===== src/rtl/pipe_hazard_ctrl.sv =====
// Pipeline hazard controller: load-use stall, branch flush, memory-wait hold with timeout.
// Optional stall-cycle statistics counter enabled by defining HAZARD_STATS_EN.
module pipe_hazard_ctrl #(
    parameter int unsigned FLUSH_CYCLES = 1,
    parameter int unsigned MEM_TIMEOUT  = 15
) (
    input  logic        clk,
    input  logic        rst,
    input  logic [4:0]  id_rs,
    input  logic [4:0]  id_rt,
    input  logic        id_uses_rt,
    input  logic        ex_Mread,
    input  logic [4:0]  ex_rt,
    input  logic        ex_branch_taken,
    input  logic        mem_busy,
    output logic        PC_write,
    output logic        IFID_write,
    output logic        IDEX_write,
    output logic        IFID_flush,
    output logic        IDEX_flush,
    output logic [1:0]  state,
    output logic        timeout_err,
    output logic [15:0] stall_count
);

    typedef enum logic [1:0] {
        RUN      = 2'd0,
        LU_STALL = 2'd1,
        FLUSH    = 2'd2,
        MEM_WAIT = 2'd3
    } state_e;

    localparam logic [1:0] FLUSH_N   = FLUSH_CYCLES[1:0];
    localparam logic [7:0] TIMEOUT_N = MEM_TIMEOUT[7:0];

    state_e     state_q, state_d;
    logic [1:0] flush_cnt_q, flush_cnt_d;
    logic [7:0] wait_cnt_q, wait_cnt_d;
    logic       timeout_q, timeout_d;
    logic       load_use;

    assign load_use = ex_Mread && (ex_rt != 5'd0) &&
                      ((ex_rt == id_rs) || (id_uses_rt && (ex_rt == id_rt)));

    always_ff @(posedge clk or negedge rst) begin
        if (!rst) begin
            state_q     <= RUN;
            flush_cnt_q <= '0;
            wait_cnt_q  <= '0;
            timeout_q   <= 1'b0;
        end else begin
            state_q     <= state_d;
            flush_cnt_q <= flush_cnt_d;
            wait_cnt_q  <= wait_cnt_d;
            timeout_q   <= timeout_d;
        end
    end

    always_comb begin
        state_d     = state_q;
        flush_cnt_d = flush_cnt_q;
        wait_cnt_d  = '0;
        timeout_d   = timeout_q;
        PC_write    = 1'b1;
        IFID_write  = 1'b1;
        IDEX_write  = 1'b1;
        IFID_flush  = 1'b0;
        IDEX_flush  = 1'b0;

        if (mem_busy) begin
            PC_write    = 1'b0;
            IFID_write  = 1'b0;
            IDEX_write  = 1'b0;
            state_d     = MEM_WAIT;
            flush_cnt_d = '0;
            // Only cycles actually spent in MEM_WAIT count toward the timeout.
            if (state_q == MEM_WAIT) begin
                wait_cnt_d = wait_cnt_q + 8'd1;
                if (wait_cnt_d == TIMEOUT_N) begin
                    timeout_d  = 1'b1;
                    state_d    = RUN;
                    wait_cnt_d = '0;
                end
            end
        end else if (ex_branch_taken) begin
            IFID_flush  = 1'b1;
            IDEX_flush  = 1'b1;
            flush_cnt_d = 2'd1;
            state_d     = (FLUSH_CYCLES > 1) ? FLUSH : RUN;
        end else begin
            unique case (state_q)
                RUN: begin
                    if (load_use) begin
                        PC_write   = 1'b0;
                        IFID_write = 1'b0;
                        IDEX_flush = 1'b1;
                        state_d    = LU_STALL;
                    end
                end
                LU_STALL: state_d = RUN;
                FLUSH: begin
                    IFID_flush  = 1'b1;
                    IDEX_flush  = 1'b1;
                    flush_cnt_d = flush_cnt_q + 2'd1;
                    if (flush_cnt_d >= FLUSH_N) begin
                        state_d     = RUN;
                        flush_cnt_d = '0;
                    end
                end
                MEM_WAIT: state_d = RUN;
                default:  state_d = RUN;
            endcase
        end

        if (!rst) begin
            PC_write   = 1'b0;
            IFID_write = 1'b0;
            IDEX_write = 1'b0;
            IFID_flush = 1'b1;
            IDEX_flush = 1'b1;
        end
    end

    assign state       = state_q;
    assign timeout_err = timeout_q;

`ifdef HAZARD_STATS_EN
    logic [15:0] stall_cnt_q, stall_cnt_d;

    always_comb begin
        stall_cnt_d = stall_cnt_q;
        if (!PC_write && (stall_cnt_q != 16'hFFFF)) begin
            stall_cnt_d = stall_cnt_q + 16'd1;
        end
    end

    always_ff @(posedge clk or negedge rst) begin
        if (!rst) begin
            stall_cnt_q <= '0;
        end else begin
            stall_cnt_q <= stall_cnt_d;
        end
    end

    assign stall_count = stall_cnt_q;
`else
    assign stall_count = '0;
`endif

endmodule


===== config.mk =====
export PLATFORM = sky130hd
export DESIGN_NAME = pipe_hazard_ctrl
export DESIGN_NICKNAME = d
export VERILOG_FILES = /design/src/rtl/pipe_hazard_ctrl.sv
export SDC_FILE = /design/constraint.sdc
export NUM_CORES = 1
export LEC_CHECK = 0
export ABC_AREA = 1
export BUFFER_PORTS_ARGS = -buffer_cell sky130_fd_sc_hd__buf_4
export CORE_MARGIN = 8
export CORE_UTILIZATION = 43
export DETAILED_ROUTE_END_ITERATION = 6
export PLACE_DENSITY = 0.76
export SLEW_MARGIN = 20
export SYNTH_ARGS = -nofsm -noshare
export SYNTH_HDL_FRONTEND = slang
export SYNTH_SLANG_ARGS = --single-unit

===== constraint.sdc =====
create_clock -name clk -period 1.3 [get_ports clk]
set_input_delay 0.195 -clock clk [delete_from_list [all_inputs] [get_ports clk]]
set_output_delay 0.195 -clock clk [all_outputs]
set_load 0.05 [all_outputs]

Yosys cells after proc, flatten, opt, wreduce, memory -nomap -nowiden
Index checks and enable logic that the tools add are counted.

operators by class
  $add $sub $neg = 2
  magnitude comparators = 1
  eq/ne operators = 8
  muxes and demuxes = 30
  reductions and logical operators = 10

operators with widths
  kind                                                                                 count
  8-bit two-way mux                                                                    3
  2-bit two-way mux                                                                    10
  1-bit two-way mux                                                                    15
  5-bit == test                                                                        2
  8-bit by 1-bit adder with 8-bit output, second input constant                        1
  8-bit by 4-bit == test with 1-bit output, second input constant                      1
  4-bit != test, second input constant                                                 2
  2-bit case mux with 3 select lines                                                   1
  5-bit nonzero test                                                                   1
  2-bit == test, second input constant                                                 2
  1-bit logical AND                                                                    3
  3-bit AND reduction                                                                  1
  3-bit nonzero test                                                                   1
  2-bit by 1-bit adder with 2-bit output, second input constant                        1
  2-bit by 1-bit == test with 1-bit output, second input constant                      1
  2-bit by 1-bit greater-or-equal comparator with 1-bit output, second input constant  1
  2-bit logical NOT                                                                    1
  1-bit case mux with 2 select lines                                                   1
  2-bit AND reduction                                                                  1
  2-bit OR reduction                                                                   1
  1-bit logical OR                                                                     1

word-level totals
  bits in registers = 13
  input port bits = 21
  word-level logic and storage cells = 55

Logic depth before layout (Yosys ltp)
  word-level depth = 9
  gate-level depth with buffers = 10
  depth with buffers taken out = 10

Worst setup path after synthesis
OpenSTA, ideal clock, no wires.

  path type = register -> output
  start point = register state_q[1] (netlist: state[1])
  end point = output IDEX_flush
  arrival = 1794 ps
  required time = 1105 ps
  path slack = -689 ps
  cell stages (with the launch flop) = 6
  path through = dfrtp_1 -> inv_1 -> nor2_1 -> o21ai_0 -> nand2_1 -> o21bai_1

between the ends
  word-level cells in the longest chain between the ends = 5

RTL lines
  item                                                       RTL line  RTL
  from (decl)                                                36        state_e state_q, state_d;
  from (signal assigned)                                     52        state_q <= state_d;
  2-bit == test / 2-bit logical NOT (equally long branches)  91        unique case (state_q)
  1-bit case mux with 2 select lines *                       91
  1-bit two-way mux *                                        85        end else if (ex_branch_taken) begin
  1-bit two-way mux *                                        70        if (mem_busy) begin
  1-bit two-way mux *                                        115       if (!rst) begin
  to (decl)                                                  20        output logic IDEX_flush,

Mark *: on every way between the ends. The rest lies on a longest branch, timed or not.

Final worst setup path
Same ends and word-level chain as after synthesis.

==> impl_metrics.env <==
export IMPL_outcome="finished with violations"
export IMPL_violations="negative setup slack"
export IMPL_clock_sinks=13
export IMPL_finalCriticalPeriod_ns=1.51
export IMPL_timing_max_transition_violations_final=0
export IMPL_drive_gt1_share_pct=42.9
export IMPL_leakage_nw=0.840
export IMPL_ys_types=23
export IMPL_n_antenna_cell=0
export IMPL_path_cells="inv_2, nor2_2, o21ai_2, nand2_2, o21bai_4, buf_6"
export IMPL_wl_mm=2.74
export IMPL_drt_pass1_iter_count=4
export IMPL_holdWs_ns=0.205
export IMPL_synthTopCellsByCount="nand2_1, inv_1, nor2_1"
export IMPL_hpwlAfterDp_mm=2.06
export IMPL_synth_top_area_share_pct=30.0
export IMPL_maxCapViolations=0
export IMPL_dieHeight_um=66.3
export IMPL_p_total_mw=1.05
export IMPL_grt_max_degree=12
export IMPL_p_sw_mw=0.390
export IMPL_cts_buffers=3
export IMPL_dp_cells=232
export IMPL_worstPathRequired_ns=1.11
export IMPL_place_congestion=0.819
export IMPL_rows=18
export IMPL_vias_per_cell=4.47
export IMPL_synth_most_common_cell="nand2_1"
export IMPL_start_util_pct=44.7
export IMPL_cellPowerDensity_nw_per_um2=659
export IMPL_synth_top_cells_by_area="dfrtp_1, nand2_1, buf_4"
export IMPL_synth_edf_count=0
export IMPL_internal_power_mw=0.658
export IMPL_layout_area_overhead_vs_synth_pct=46.5
export IMPL_postRouteAntennaNets=0
export IMPL_h_tree_depth=1
export IMPL_grt_pass1_wl_mm=4.48
export IMPL_clk_latency_ns=0.28
export IMPL_synthCells=165
export IMPL_worstSetupStartpointType="flop"
export IMPL_cts_root_buf="clkbuf_4"
export IMPL_antenna_found_initial=0
export IMPL_core_area_um2=2430
export IMPL_finalHoldViolCount=0
export IMPL_skew_ns=0.00349
export IMPL_clk_pin_slew_ns=0.08
export IMPL_wire_per_inst_um=11.3
export IMPL_cp_end_kind="primary output"
export IMPL_critPathSlowestCell="dfrtp_2"
export IMPL_ir_drop_mv=0.815
export IMPL_finalCritPeriodShare_pct=116
export IMPL_ys_warn_count=0
export IMPL_synth_area_um2=1090
export IMPL_path_max_fanout=3
export IMPL_cts_tree="yes"
export IMPL_yosys_most_used_dff="dfrtp_1"
export IMPL_max_clock_path_buffers=2
export IMPL_postLayoutSetupSlackWorst_ns=-0.209
export IMPL_fin_nets=237
export IMPL_first_iter_violations=26
export IMPL_grt_pass1_vias=1066
export IMPL_ys_async_sr_fraction_pct=100
export IMPL_synth_top_cell_by_area="dfrtp_1"
export IMPL_drc=0
export IMPL_rsz0062_at_grt="yes"
export IMPL_io_buffers=28
export IMPL_setup_viol=12
export IMPL_worst_ep_arrival_time_ns=1.31
export IMPL_fin_cells=242
export IMPL_pwr_share_seq_pct=40.2
export IMPL_synth_seq_cells=13
export IMPL_clkPwrFrac_pct=23.5
export IMPL_design_portCount=45
export IMPL_slowest_delay_ns=0.42
export IMPL_hold_class="input pin to flop"
export IMPL_overflow=0
export IMPL_combPwrFrac_pct=36.3
export IMPL_swShare_pct=37.2
export IMPL_fmax_mhz=663
export IMPL_grt_util_all_layers_pct=12.9
export IMPL_synth_avg_cell_area_um2=6.58
export IMPL_ys_seq_area_share_pct=30.0
export IMPL_die_w_um=66.3
export IMPL_dieArea_um2=4390
export IMPL_vias=1081
export IMPL_crit_type="flop to primary output"
per-stage QoR:
stage          TNS [ns]  util [%]  area (µm²)  setup slack, ns
2_1_floorplan    -0.377         -        1180           -0.209
3_3_place_gp     -0.801      56.6        1380           -0.109
3_5_place_dp      -1.02      56.6        1380           -0.131
4_1_cts           -1.47      61.4        1490           -0.216
5_1_grt           -2.46      65.4        1590           -0.282
6_report          -1.50      65.4        1590           -0.209
worst max-delay path: cells and delay by family (launching register included):
kind	cells	cell delay [ns]
flip-flops	1	0.42
AO/OA/AOI/OAI	2	0.29
AND/OR/NAND/NOR	2	0.11
buffers and inverters	2	0.21
per-layer routing:
metal / vias up / wire length (µm) / track usage (%)
met5: - / 0 / 0
met4: 0 / 15 / 3.73
met3: 3 / 166 / 5.08
met2: 28 / 1490 / 23.4
met1: 487 / 1060 / 13.2
li1: 563 / - / -
flip-flops by register name (all words and copies together) (netlist names):
name,cells
wait_cnt_q,8
flush_cnt_q,2
timeout_err,1
state,2
power groups by stage:
stage | Combinational, mW | Sequential (mW) | Clock [mW]
after floorplan | 0.256 | 0.445 | 0
after global placement | 0.346 | 0.429 | 0
after detailed placement | 0.349 | 0.429 | 0
after CTS | 0.369 | 0.421 | 0.266
after global routing | 0.409 | 0.423 | 0.281
final | 0.380 | 0.421 | 0.247
area by class of cell:
cell class	count	area, µm²
fillers	211	841
multi-input cells	117	706
repair buffers	45	367
flip-flops and latches	13	332
inverters	33	124
well taps	30	37.5
clock buffers	4	26.3
layout by cell type (no fill, tap or decap), drive strengths merged:
| cell type | count |
|---|---|
| dfrtp | 13 |
| xor2 | 2 |
| nor2 | 25 |
| a21oi | 2 |
| or2 | 1 |
| nand3 | 9 |
| nand2 | 42 |
| inv | 33 |
| nand4 | 3 |
| xnor2 | 1 |
| dlygate4sd3 | 1 |
| conb | 16 |
| ha | 3 |
| buf | 44 |
| o22ai | 2 |
| o21ai | 7 |
| o21bai | 3 |
| clkbuf | 4 |
| nand3b | 1 |
what timing repair did:
| item | CTS | global route |
|---|---|---|
| gates resized for setup | 12 | 24 |
| hold endpoints to repair | 13 | 0 |
| setup endpoints to repair | 11 | 12 |
| pin swaps | 8 | 15 |
| buffers inserted | 4 | 1 |
| hold buffers | 1 | 0 |
kinds of logic after synthesis:
family,Yosys count,share of synthesized area [%]
adders and majority gates,3,3.46
other,1,0.345
xor gates and xnor gates,3,2.42
buffers and inverters,50,23.2
and+or+nand+nor,81,32.6
DFF,13,30.0
AOI/OAI and AO/OA,14,8.06
worst paths after layout:
kind | from | endpoint | slack (ns) | depth (start not counted)
max | state[1]$_DFFE_PN0P_ | IDEX_flush | -0.21 | 6
min | mem_busy | flush_cnt_q[0]$_DFFE_PN0P_ | 0.20 | 2
max reg2reg | wait_cnt_q[0]$_DFF_PN0_ | state[1]$_DFFE_PN0P_ | -0.16 | 9
min reg2reg | timeout_err$_DFFE_PN0P_ | timeout_err$_DFFE_PN0P_ | 0.48 | 1
max in group asynchronous | rst | wait_cnt_q[2]$_DFF_PN0_ | 0.62 | 3
min in group asynchronous | rst | state[1]$_DFFE_PN0P_ | 0.28 | 2
Note: power is estimated with default switching activity, not from simulation.
